<file path="src/rtl/nnrv_wb_pkg.sv">
// nnrv_wb_pkg: shared definitions for the nnrv writeback stage.
//   - Load-size encodings carried on i_mem_lsize.
//   - Register index width.
//   - Width of the low address bits used to align load data.
package nnrv_wb_pkg;

    localparam int REG_IDX_W = 5;

    typedef enum logic [1:0] {
        LS_BYTE   = 2'd0,
        LS_HALF   = 2'd1,
        LS_WORD   = 2'd2,
        LS_DOUBLE = 2'd3
    } lsize_e;

    // Number of byte-offset bits within one XLEN-wide word.
    function automatic int addr_lo_w(input int xlen);
        return $clog2(xlen / 8);
    endfunction

endpackage

</file>
<file path="src/rtl/nnrv_wb_ldfmt.sv">
// nnrv_wb_ldfmt: combinational load-data formatter.
// Shifts the raw memory word right by the byte offset (zero fill), keeps the
// low 8/16/32/64 bits selected by the load size and sign- or zero-extends the
// kept field to XLEN. On a 32-bit datapath a double-size load acts as a word.
// Ports:
//   i_raw       raw load word from the memory stage
//   i_addr_lo   byte offset of the load within the word
//   i_lsize     load size (LS_BYTE/LS_HALF/LS_WORD/LS_DOUBLE)
//   i_unsigned  1 = zero-extend, 0 = sign-extend
//   o_data      formatted register value
module nnrv_wb_ldfmt import nnrv_wb_pkg::*; #(
    parameter  int XLEN = 64,
    localparam int AW   = addr_lo_w(XLEN)
) (
    input  logic [XLEN-1:0] i_raw,
    input  logic [AW-1:0]   i_addr_lo,
    input  logic [1:0]      i_lsize,
    input  logic            i_unsigned,
    output logic [XLEN-1:0] o_data
);

    logic [XLEN-1:0] shifted;
    logic [XLEN-1:0] keep_mask;
    logic [XLEN-1:0] top_mask;
    logic [6:0]      keep_w;
    logic            sign;

    always_comb begin
        shifted = i_raw >> {i_addr_lo, 3'b000};
        case (i_lsize)
            LS_BYTE: keep_w = 7'd8;
            LS_HALF: keep_w = 7'd16;
            LS_WORD: keep_w = 7'd32;
            default: keep_w = (XLEN > 32) ? 7'd64 : 7'd32;
        endcase
        // Shifting all-ones by the full width yields zero, so a full-width
        // keep needs no special case.
        keep_mask = ~({XLEN{1'b1}} << keep_w);
        // Isolates the most significant kept bit without a variable index.
        top_mask  = keep_mask & ~(keep_mask >> 1);
        sign      = (|(shifted & top_mask)) & ~i_unsigned;
        o_data    = (shifted & keep_mask) | ({XLEN{sign}} & ~keep_mask);
    end

endmodule

</file>
<file path="src/rtl/nnrv_wb_ext.sv">
// nnrv_wb_ext: registered multi-source writeback stage for the nnrv core.
// Each cycle one result is chosen for the single register-file write port:
//   1. a mem-stage result writing a non-zero rd,
//   2. otherwise the head of the mul/div buffer,
//   3. otherwise, with an empty buffer, an incoming mul/div result (bypass).
// Mul/div results that are accepted but not written immediately are queued in
// a MD_DEPTH-entry FIFO. Results aimed at x0 are accepted and discarded.
// Ports:
//   i_clk, i_rst            clock, asynchronous active-high reset
//   i_mem_*                 retiring mem-stage instruction and its result
//   i_md_valid/o_md_ready   mul/div handshake; a transfer happens on a cycle
//                           where both are high. o_md_ready depends only on
//                           the buffer occupancy register.
//   i_md_rd, i_md_result    mul/div destination and value
//   o_reg_w_en/_w/_w_reg    registered register-file write port
//   o_md_pending            buffer holds at least one result
//   o_instret               count of cycles with i_mem_valid (wraps)
module nnrv_wb_ext import nnrv_wb_pkg::*; #(
    parameter  int XLEN     = 64,
    parameter  int MD_DEPTH = 2,
    parameter  int CNT_W    = 64,
    localparam int AW       = addr_lo_w(XLEN),
    localparam int PW       = (MD_DEPTH > 1) ? $clog2(MD_DEPTH) : 1,
    localparam int OW       = $clog2(MD_DEPTH + 1)
) (
    input  logic                 i_clk,
    input  logic                 i_rst,
    input  logic                 i_mem_valid,
    input  logic                 i_mem_rd_en,
    input  logic [REG_IDX_W-1:0] i_mem_rd,
    input  logic [XLEN-1:0]      i_mem_rd_reg,
    input  logic                 i_mem_load,
    input  logic [1:0]           i_mem_lsize,
    input  logic                 i_mem_lunsigned,
    input  logic [AW-1:0]        i_mem_addr_lo,
    input  logic                 i_md_valid,
    output logic                 o_md_ready,
    input  logic [REG_IDX_W-1:0] i_md_rd,
    input  logic [XLEN-1:0]      i_md_result,
    output logic                 o_reg_w_en,
    output logic [REG_IDX_W-1:0] o_reg_w,
    output logic [XLEN-1:0]      o_reg_w_reg,
    output logic                 o_md_pending,
    output logic [CNT_W-1:0]     o_instret
);

    // Mul/div buffer state
    logic [REG_IDX_W-1:0] buf_rd_q  [MD_DEPTH];
    logic [XLEN-1:0]      buf_res_q [MD_DEPTH];
    logic [PW-1:0]        wptr_q, wptr_d;
    logic [PW-1:0]        rptr_q, rptr_d;
    logic [OW-1:0]        count_q, count_d;
    logic                 pending_q, pending_d;

    // Write port and counter state
    logic                 w_en_q, w_en_d;
    logic [REG_IDX_W-1:0] w_idx_q, w_idx_d;
    logic [XLEN-1:0]      w_data_q, w_data_d;
    logic [CNT_W-1:0]     instret_q, instret_d;

    logic [XLEN-1:0]      mem_fmt;
    logic                 buf_empty;
    logic                 buf_full;
    logic                 md_fire;
    logic                 mem_wr;
    logic                 push;
    logic                 pop;

    function automatic logic [PW-1:0] ptr_inc(input logic [PW-1:0] p);
        return (p == PW'(MD_DEPTH - 1)) ? '0 : p + 1'b1;
    endfunction

    nnrv_wb_ldfmt #(.XLEN(XLEN)) u_ldfmt (
        .i_raw      (i_mem_rd_reg),
        .i_addr_lo  (i_mem_addr_lo),
        .i_lsize    (i_mem_lsize),
        .i_unsigned (i_mem_lunsigned),
        .o_data     (mem_fmt)
    );

    assign buf_empty  = (count_q == '0);
    assign buf_full   = (count_q == OW'(MD_DEPTH));
    assign o_md_ready = ~buf_full;
    assign md_fire    = i_md_valid & o_md_ready;
    assign mem_wr     = i_mem_valid & i_mem_rd_en & (i_mem_rd != '0);

    always_comb begin
        w_en_d    = 1'b0;
        w_idx_d   = w_idx_q;
        w_data_d  = w_data_q;
        push      = 1'b0;
        pop       = 1'b0;

        if (mem_wr) begin
            w_en_d   = 1'b1;
            w_idx_d  = i_mem_rd;
            w_data_d = i_mem_load ? mem_fmt : i_mem_rd_reg;
        end else if (!buf_empty) begin
            pop      = 1'b1;
            w_en_d   = 1'b1;
            w_idx_d  = buf_rd_q[rptr_q];
            w_data_d = buf_res_q[rptr_q];
        end

        // x0 results complete the handshake but are never stored or written.
        if (md_fire && (i_md_rd != '0)) begin
            if (!mem_wr && buf_empty) begin
                w_en_d   = 1'b1;
                w_idx_d  = i_md_rd;
                w_data_d = i_md_result;
            end else begin
                push = 1'b1;
            end
        end

        wptr_d = push ? ptr_inc(wptr_q) : wptr_q;
        rptr_d = pop  ? ptr_inc(rptr_q) : rptr_q;
        case ({push, pop})
            2'b10:   count_d = count_q + 1'b1;
            2'b01:   count_d = count_q - 1'b1;
            default: count_d = count_q;
        endcase
        pending_d = (count_d != '0);
        instret_d = instret_q + CNT_W'(i_mem_valid);
    end

    always_ff @(posedge i_clk or posedge i_rst) begin
        if (i_rst) begin
            wptr_q    <= '0;
            rptr_q    <= '0;
            count_q   <= '0;
            pending_q <= 1'b0;
            w_en_q    <= 1'b0;
            w_idx_q   <= '0;
            w_data_q  <= '0;
            instret_q <= '0;
        end else begin
            wptr_q    <= wptr_d;
            rptr_q    <= rptr_d;
            count_q   <= count_d;
            pending_q <= pending_d;
            w_en_q    <= w_en_d;
            w_idx_q   <= w_idx_d;
            w_data_q  <= w_data_d;
            instret_q <= instret_d;
        end
    end

    // Buffer payload needs no reset; occupancy gates every read.
    always_ff @(posedge i_clk) begin
        if (push) begin
            buf_rd_q[wptr_q]  <= i_md_rd;
            buf_res_q[wptr_q] <= i_md_result;
        end
    end

    assign o_reg_w_en   = w_en_q;
    assign o_reg_w      = w_idx_q;
    assign o_reg_w_reg  = w_data_q;
    assign o_md_pending = pending_q;
    assign o_instret    = instret_q;

endmodule

</file>
<file path="config.mk">
export PLATFORM = sky130hd
export DESIGN_NAME = nnrv_wb_ext
export DESIGN_NICKNAME = d
export VERILOG_FILES = /design/src/rtl/nnrv_wb_pkg.sv /design/src/rtl/nnrv_wb_ldfmt.sv /design/src/rtl/nnrv_wb_ext.sv
export SDC_FILE = /design/constraint.sdc
export NUM_CORES = 1
export LEC_CHECK = 0
export CORE_MARGIN = 1.5
export CORE_UTILIZATION = 30
export DETAILED_ROUTE_END_ITERATION = 10
export GPL_ROUTABILITY_DRIVEN = 0
export SETUP_SLACK_MARGIN = 0.05
export SLEW_MARGIN = 20
export SYNTH_ARGS = -nofsm -noshare
export SYNTH_HDL_FRONTEND = slang
export SYNTH_SLANG_ARGS = --single-unit
</file>
<file path="constraint.sdc">
create_clock -name i_clk -period 4.1 [get_ports i_clk]
set_clock_uncertainty 0.05 [all_clocks]
set_input_delay 0.41 -clock i_clk [delete_from_list [all_inputs] [get_ports i_clk]]
set_output_delay 0.41 -clock i_clk [all_outputs]
set_load 0.02 [all_outputs]
</file>
* Word level (Yosys, flattened, before mapping)
Memories as Yosys holds them, arrays and structs flattened.
Index checks and enable logic that the tools add are counted.
W data, S select, Z words.
** Word-level totals
- Memory bits (writable) :: 138
- Bits of input ports :: 150
- Word-level logic and storage cells :: 67
- Bits in registers :: 139
- Output and inout bits :: 136
- Memories kept :: 2
** Memory list
- buf_res_q :: depth 2, bits a word 64, rd ports 1, clocked after Yosys merged registers in 0, write ports 1, line nnrv_wb_ext.sv:49 : logic [XLEN-1:0] buf_res_q [MD_DEPTH];
- buf_rd_q :: depth 2, bits a word 5, rd ports 1, clocked after Yosys merged registers in 0, write ports 1, line nnrv_wb_ext.sv:48 : logic [REG_IDX_W-1:0] buf_rd_q [MD_DEPTH];
** Cells by class
- Mux-type cells :: 22
- Reduce and logical (&&, ||, !) cells :: 9
- Shift-type cells :: 2
- Add/sub/neg operators :: 5
- Bitwise operators :: 14
- Eq/ne operators :: 5
** Operator list (count)
- $mux W64 :: 5
- $and A64 B64 Y64 :: 4
- $not A64 Y64 :: 2
- $add A64 B1 Y64 :: 1
- $not A63 Y64 :: 1
- $or A64 B64 Y64 :: 1
- $reduce_or A64 Y1 :: 1
- $shl A64 B7 Y64 const A :: 1
- $shr A64 B6 Y64 :: 1
- $pmux W7 S3 :: 1
- $mux W5 :: 4
- $mux W1 :: 11
- $reduce_bool A5 Y1 :: 2
- $eq A2 B2 Y1 const B :: 3
- $and A1 B1 Y1 :: 4
- $eq A2 B1 Y1 const B :: 2
- $logic_not A2 Y1 :: 2
- $pmux W2 S2 :: 1
- $add A1 B1 Y1 const B :: 2
- $add A2 B1 Y2 const B :: 1
- $logic_and A1 B1 Y1 :: 2
- $not A1 Y1 :: 2
- $reduce_bool A2 Y1 :: 1
- $sub A2 B1 Y2 const B :: 1
- $logic_not A1 Y1 :: 1

* Longest topological paths before layout
Gate-level depths: netlist (run 1).
- Word-level depth :: 15
- Mapped depth :: 11
- Depth with buffers taken out :: 9

* Hierarchy
A second synthesis (run 1) with hierarchy kept.
** Unflattened totals
- Cell total of the unflattened synthesis :: 1453
- Area, all modules :: 15009.4 sq um
** By module, submodules not included
- nnrv_wb_ext :: seq. area each 7622.3 sq um, cells an instance 1112, instances 1, area an instance 12607.1 sq um
- nnrv_wb_ldfmt :: seq. area each 0.0 sq um, cells an instance 341, instances 1, area an instance 2402.3 sq um

* Worst setup path before layout (run 1)
OpenSTA, ideal clock, no wires.
- Kind :: reg-to-reg
- Start :: reg count_q[0]
- End :: mem buf_rd_q[0][0] (enable)
- Arrival :: 4.107 ns
- Period minus slack after synthesis :: 4.654 ns
- Cell stages (with the launch flop) :: 6
- Buffers on the path :: 1
- Slack :: -0.554 ns
- Data required time :: 3.553 ns
- Setup time :: 0.497 ns
- Cells stage by stage :: dfrtp_1 -> buf_2 -> nand2b_1 -> nor2b_1 -> o21ai_1 -> nor2_1
** On the way
- Longest elaborated chain between the ends :: 7
- Elaborated cells between the ends (all ways) :: 10
- Classes of those cells :: eq/ne: 1; mux: 4; bitwise: 2; reduce/logical: 3
** RTL lines
- start: declaration :: line nnrv_wb_ext.sv:52 : logic [OW-1:0] count_q, count_d;
- start signal: assignment :: line nnrv_wb_ext.sv:140 : count_q <= count_d;
- $eq A2 B2 Y1 :: line nnrv_wb_ext.sv:82 : assign buf_full = (count_q == OW'(MD_DEPTH));
- $not A1 Y1 :: line nnrv_wb_ext.sv:83 : assign o_md_ready = ~buf_full;
- via o_md_ready :: line nnrv_wb_ext.sv:37 : output logic o_md_ready,
- $and A1 B1 Y1 :: line nnrv_wb_ext.sv:84 : assign md_fire = i_md_valid & o_md_ready;
- $logic_and A1 B1 Y1 :: line nnrv_wb_ext.sv:106 : if (md_fire && (i_md_rd != '0)) begin
- $mux W1 :: line nnrv_wb_ext.sv:106
- $mux W1 :: line nnrv_wb_ext.sv:151 : if (push) begin
- $mux W1 (implied by the code) :: line nnrv_wb_ext.sv:152 : buf_rd_q[wptr_q] <= i_md_rd;
- end: declaration :: line nnrv_wb_ext.sv:48
The timed path passes the listed nets, and every way through them passes these cells.

* Final worst setup path (run 1)
- Start :: in i_mem_valid
- End :: reg instret_q[60] (netlist: o_instret[60])
** On the way
- Longest elaborated chain between the ends :: 1
** RTL lines
- start: declaration :: line nnrv_wb_ext.sv:28 : input logic i_mem_valid,
- $add A64 B1 Y64 :: line nnrv_wb_ext.sv:124 : instret_d = instret_q + CNT_W'(i_mem_valid);
- via instret_d[60] :: line nnrv_wb_ext.sv:59 : logic [CNT_W-1:0] instret_q, instret_d;
- end signal: assignment :: line nnrv_wb_ext.sv:145 : instret_q <= instret_d;
- end: declaration :: line nnrv_wb_ext.sv:59
The timed path passes the listed nets, and every way through them passes these cells.
A chain may end at the register's enable or synchronous reset.

==> results.yml, run 1 <==
synthesis:
  synthesis.area_mm2: 0.01450
  synth-seq-cells: 277
  synth.most_common_cell: "nor2_1"
  synth_nets: 1441
  synth_cell_type_count: 69
  synth_edf_count: 138
  syn_area_per_cell_um2: 11.25
  synth.top_cells.by_area: "edfxtp_1 (29%), dfrtp_1 (24%), mux2i_1 (7.4%), nor2_1 (4.8%), mux4_2 (3.6%)"
  seq_area_frac_synth_pct: 52.59
  synth_warnings: 0
  syn_inst: 1288
  synth_flop_cell: "dfrtp_1"
  netlist.area_leader.share_pct: 28.59
  async_flop_share_pct: 50.18
  synthTopCellsByCount: "nor2_1 (185), dfrtp_1 (139), edfxtp_1 (138)"
  yosys.area.top_type: "edfxtp_1"
critical_path:
  start_kind: "input port"
  end_kind: "flip-flop"
  path_cells: "clkdlybuf4s50_1 -> ha_1 -> ha_1 -> nand4_1 -> nor3_2 -> nand4_1 -> nand3b_1 -> xnor2_1"
  startpoint: "i_mem_valid"
  cp_slowest_cell: "nor3_2"
  r2r-start: "count_q[0]"
  cp.required_ps: 4470
  cp_slowest_stage_delay_ps: 620
  criticalPathCategory: "in -> reg"
  arrival_ps: 3170
  crit_fanout: 9
cts:
  postCtsHoldBufs: 0
  clock_latency_ps: 550
  cts_resized: 0
  cts_buffer_depth: 3
  cts_htree_levels: 2
  cts_tree: "built"
  cts_buffers: 35
  clock-root-buffer: "clkbuf_16"
  clock_sinks: 277
  path_clk_slew_ps: 50
  post_cts_buffers: 0
cells_and_area:
  largest_reg_flops: 128
  multi_input_comb_area_mm2: 0.006379
  area_delta_synth_final_pct: 31.35
  fill_cells: 4556
  ff_latch_area_mm2: 0.007626
  drive_gt1_share_pct: 9.626
  stdcell_count: 2195
  nets: 1707
  fin_area_mm2: 0.01904
drt:
  drc: 0
  viasPerCell: 5.467
  first_pass_iters: 5
  wl_mm: 50.43
  vias: 12000
  final_antenna_net_count: 0
  routedWlPerCell_um: 22.97
  drt-initial-drc-count: 916
sta:
  max_freq_mhz: 357.8
  worst_slew_pin_slew_ps: 877.8
  relSlewSlack_pct: 41.48
  min_period_ps: 2795
  period_share_pct: 68.17
  grt_setup_unrepaired: "false"
  finalHoldViolations: 0
  slew_viol_final: 0
  fin_tns_setup_ps: 0
  setup_viol_count_final: 0
floorplanning:
  initial_core_util_pct: 30.36
  die_w_um: 222.8
  io_pins: 286
  core_mm2: 0.04775
  die_y_um: 222.8
  rows: 80
  die-area_mm2: 0.04964
pwr:
  p_leak_nw: 7.217
  power_density_mw_per_mm2: 591.1
  vdd_ir_drop_max_v: 0.0004069
placed_design:
  hpwl_mm: 36.77
  io_buffers: 285
  placed_area_mm2: 0.01795
  placedCellCount: 2132
global_route:
  grt_max_degree: 76
  grt-ovfl-total: 0
  grt_pass1_wl_mm: 75.05
  grt_pass1_vias: 11915
  grt.total_usage_pct: 20.05
  antenna_found_initial: 5
status:
  status: "complete, no violations"
flow_run:
  max-cap-violations: 0
min_path:
  hp-class: "in -> async"
==> metrics by stage <==
step / worst slack [ps] / hold slack, ps / utilization (%) / power (mW)
finish: 1305 / 237.3 / 39.88 / 11.25
global route: 1141 / 269.6 / 39.87 / 11.81
floorplan: -553.7 / 418.1 / - / 6.565
detailed placement: 762.7 / 427.2 / 37.59 / 8.382
global placement: 776.1 / 405.4 / 37.59 / 8.312
CTS: 1325 / 229.0 / 39.87 / 11.37
==> cell usage in the layout (no fill, tap or decap), drive strengths merged, types with 13 or more instances in the layout <==
cell,instances
dfrtp,139
clkdlybuf4s50,282
xnor2,37
o21ai,47
o22ai,25
mux2,13
nand3,27
nand4,22
inv,22
buf,33
nor3,17
a21oi,82
a221oi,27
mux2i,108
nor2,185
edfxtp,138
clkbuf,54
nand2,71
a22oi,23
o221ai,22
xor2,30
mux4,23
==> worst max-delay path, delay by kind of cell <==
kind                     cells  cell delay, ps
AND/OR/NAND/NOR              4            1550
XOR/XNOR                     1             160
buffers and inverters        1             580
adder cells (fa/ha/maj)      2             460
==> per-layer routing <==
layer / global-route usage [%] / vias to the layer above / wire (um)
li1: - / 5389 / -
met2: 32.42 / 514 / 23710
met4: 7.483 / 8 / 1599
met5: 0 / - / 48
met1: 25.87 / 5998 / 20830
met3: 5.052 / 91 / 4248
==> layout make-up <==
type                            instances  share of cell area (%)
Multi-Input combinational cell        904                   33.50
Sequential cell                       277                   40.05
Timing Repair Buffer                  315                   16.23
Clock buffer                           54                   5.297
Antenna cell                            1                 0.01314
Inverter                               21                  0.4337
Tap cell                              615                   4.042
Clock inverter                          8                  0.4272
==> path summary, 6_finish.rpt <==
path	endpoint	slack, ps	depth (start not counted)
max	o_instret[60]	1300	8
min	o_instret[8]	240	2
max reg2reg	buf_res_q[0][50]	1410	5
min reg2reg	o_instret[63]	420	1
max in group asynchronous	o_reg_w_reg[2]	2730	3
min in group i_clk	o_instret[63]	420	1
==> cells by family (layout without fill, tap and decap cells) <==
group | count (synthesis) | after routing | synth area share [%]
adder cells (fa/ha/maj) | 3 | 3 | 0.2590
buffers and inverters | 107 | 398 | 3.763
AND/OR/NAND/NOR | 376 | 376 | 12.17
other | 0 | 1 | 0
AO/OA/AOI/OAI | 314 | 314 | 15.05
flip-flops | 277 | 277 | 52.59
XOR/XNOR | 67 | 67 | 4.048
multiplexers | 144 | 144 | 12.13
==> power breakdown <==
group          switching [mW]  leakage (nW)  internal, mW
clock                    1.22         0.533          1.71
sequential              0.540          3.02          3.72
combinational            2.27          3.67          1.80
total                    4.02          7.22          7.23
Power figures use the tool's default switching activity.
==> run 2, diff against run 1 <==
Clock period 4.1 ns to 2.77 ns, I/O delays scaled along.
==> run 2 against run 1 <==
  * Non-clock buffer count is 40 higher
  * Flip-flop and latch count unchanged
  * Sequential power is 46% higher
  * First-iteration DRC count grew 21%
  * Core utilization increased by 1.0 points
  * Worst hold slack got worse by 140 ps
  * Global-route usage is 0.56 points higher
  * Via count up 1.4%
  * Register-to-register slack lost 940 ps
  * Power rose by 50%
  * Design area up 2.6%
==> results.yml, run 2 (synthesized netlist as in run 1, its figures left out) <==
floorplanning:
  core_mm2: 0.04775
  io_pins: 286
  die_y_um: 222.8
  die_w_um: 222.8
  rows: 80
  initial_core_util_pct: 30.36
  die-area_mm2: 0.04964
status:
  status: "complete, no violations"
sta:
  slew_viol_final: 0
  fin_tns_setup_ps: 0
  grt_setup_unrepaired: "false"
  whs_ps: 94.47
  final.setup.worst_slack_ps: 375.2
  period_share_pct: 86.46
  setup_viol_count_final: 0
  worst_slew_pin_slew_ps: 908.1
  finalHoldViolations: 0
  max_freq_mhz: 417.6
  relSlewSlack_pct: 38.67
  min_period_ps: 2395
cts:
  cts_buffers: 34
  clock_latency_ps: 550
  cts_htree_levels: 2
  post_cts_buffers: 0
  postCtsHoldBufs: 0
  clock-root-buffer: "clkbuf_16"
  cts_resized: 0
  cts_buffer_depth: 3
  clock_sinks: 277
  path_clk_slew_ps: 60
  cts_tree: "built"
placed_design:
  placedCellCount: 2172
  io_buffers: 285
  dp_slack_ps: -65.68
  hpwl_mm: 37.79
drt:
  wl_mm: 51.38
  final_antenna_net_count: 0
  vias: 12168
  viasPerCell: 5.439
  first_pass_iters: 5
  drt-initial-drc-count: 1112
  drc: 0
  routedWlPerCell_um: 22.97
global_route:
  antenna_found_initial: 7
  grt-ovfl-total: 0
  grt.total_usage_pct: 20.61
  grt_max_degree: 79
  grt_pass1_vias: 12018
  grt_pass1_wl_mm: 77.44
pwr:
  p_leak_nw: 7.478
  p_sw_mw: 6.007
  vdd_ir_drop_max_v: 0.0005865
  seqPwrFrac_pct: 36.7
  p_sw_share_pct: 35.52
  power.internal_mw: 10.90
  share_comb_of_total_power_pct: 37.6
  clock_power_share_pct: 25.8
  power_density_mw_per_mm2: 865.4
cells_and_area:
  final_cell_mix: "clkdlybuf4s50_1 (282), nor2_1 (183), edfxtp_1 (138), dfrtp_1 (138), mux2i_1 (107)"
  final_common_cell: "clkdlybuf4s50_1"
  largest_reg_flops: 128
  ff_latch_area_mm2: 0.007626
  stdcell_count: 2237
  nets: 1746
  final_core_util_pct: 40.93
  drive_gt1_share_pct: 12.11
  area_delta_synth_final_pct: 34.80
  multi_input_comb_area_mm2: 0.006384
  fill_cells: 4537
critical_path:
  cp-endpoint: "o_reg_w_reg[20]"
  criticalPathCategory: "in -> reg"
  ff2ff_path_depth: 6
  startpoint: "i_mem_addr_lo[1]"
  rrSetupSlack_ps: 470
  r2r-start: "count_q[1]"
  start_kind: "input port"
  cp.required_ps: 3140
  end_kind: "flip-flop"
  crit_fanout: 42
  worstReg2RegEnd: "o_reg_w_reg[24]"
  arrival_ps: 2760
min_path:
  hp-class: "in -> async"
flow_run:
  max-cap-violations: 0
[run 2: cell count changes in the layout (fill, tap and decap cells not counted), sizes merged]
cell      before  now
diode          1    3
bufinv         0    2
buf           33   73
clkinvlp       1    2
clkbuf        54   47
inv           22   20
clkinv         6   12
[run 2: per-stage QoR]
step	total power [mW]	instance area [um^2]
after global placement	12.54	18440
after CTS	17.10	19530
final	16.91	19540
after detailed placement	12.65	18440
after global routing	17.80	19540
after floorplan	9.699	14520
[run 2: worst max-delay path, cell delays in order]
cell,delay [ps]
buf_2,260
buf_4,540
mux4_2,410
nand2_1,80
o21ai_0,120
o41ai_1,760
buf_4,230
a21oi_1,60
[run 2: how the worst min path moves through the flow]
stage | startpoint | end | slack (ps) | cells past startpoint
2_1_floorplan | i_md_rd[0] | buf_rd_q[0][0] | 330 | 0
3_3_place_gp | o_instret[63] | o_instret[63] | 410 | 1
3_5_place_dp | o_instret[63] | o_instret[63] | 410 | 1
4_1_cts | i_rst | o_instret[17] | 80 | 2
5_1_grt | i_rst | o_instret[18] | 100 | 2
6_report | i_rst | o_instret[13] | 90 | 2
[run 2: layout make-up]
class                           count  share of cell area, %
Clock inverter                     15                 0.7748
Timing Repair Buffer              355                  18.31
Inverter                           21                 0.4226
Tap cell                          615                  3.938
Multi-Input combinational cell    904                  32.67
Sequential cell                   277                  39.03
Antenna cell                        3                0.03842
Clock buffer                       47                  4.815
[run 2: layer usage]
layer  GRT usage (%)  up-vias  wire length [um]
met5               0        -                47
met4           7.439        8              1782
met3           5.078      101              4335
met2           32.30      559             23600
met1           27.60     6040             21610
li1                -     5460                 -
[run 2: power by group through the flow]
| stage | registers, mW | clock network, mW | logic [mW] |
|---|---|---|---|
| finish | 6.20 | 4.36 | 6.35 |
| detailed placement | 6.29 | 0 | 6.36 |
| floorplan | 6.68 | 0 | 3.02 |
| global placement | 6.26 | 0 | 6.28 |
| CTS | 6.22 | 4.49 | 6.39 |
| global route | 6.33 | 4.68 | 6.79 |
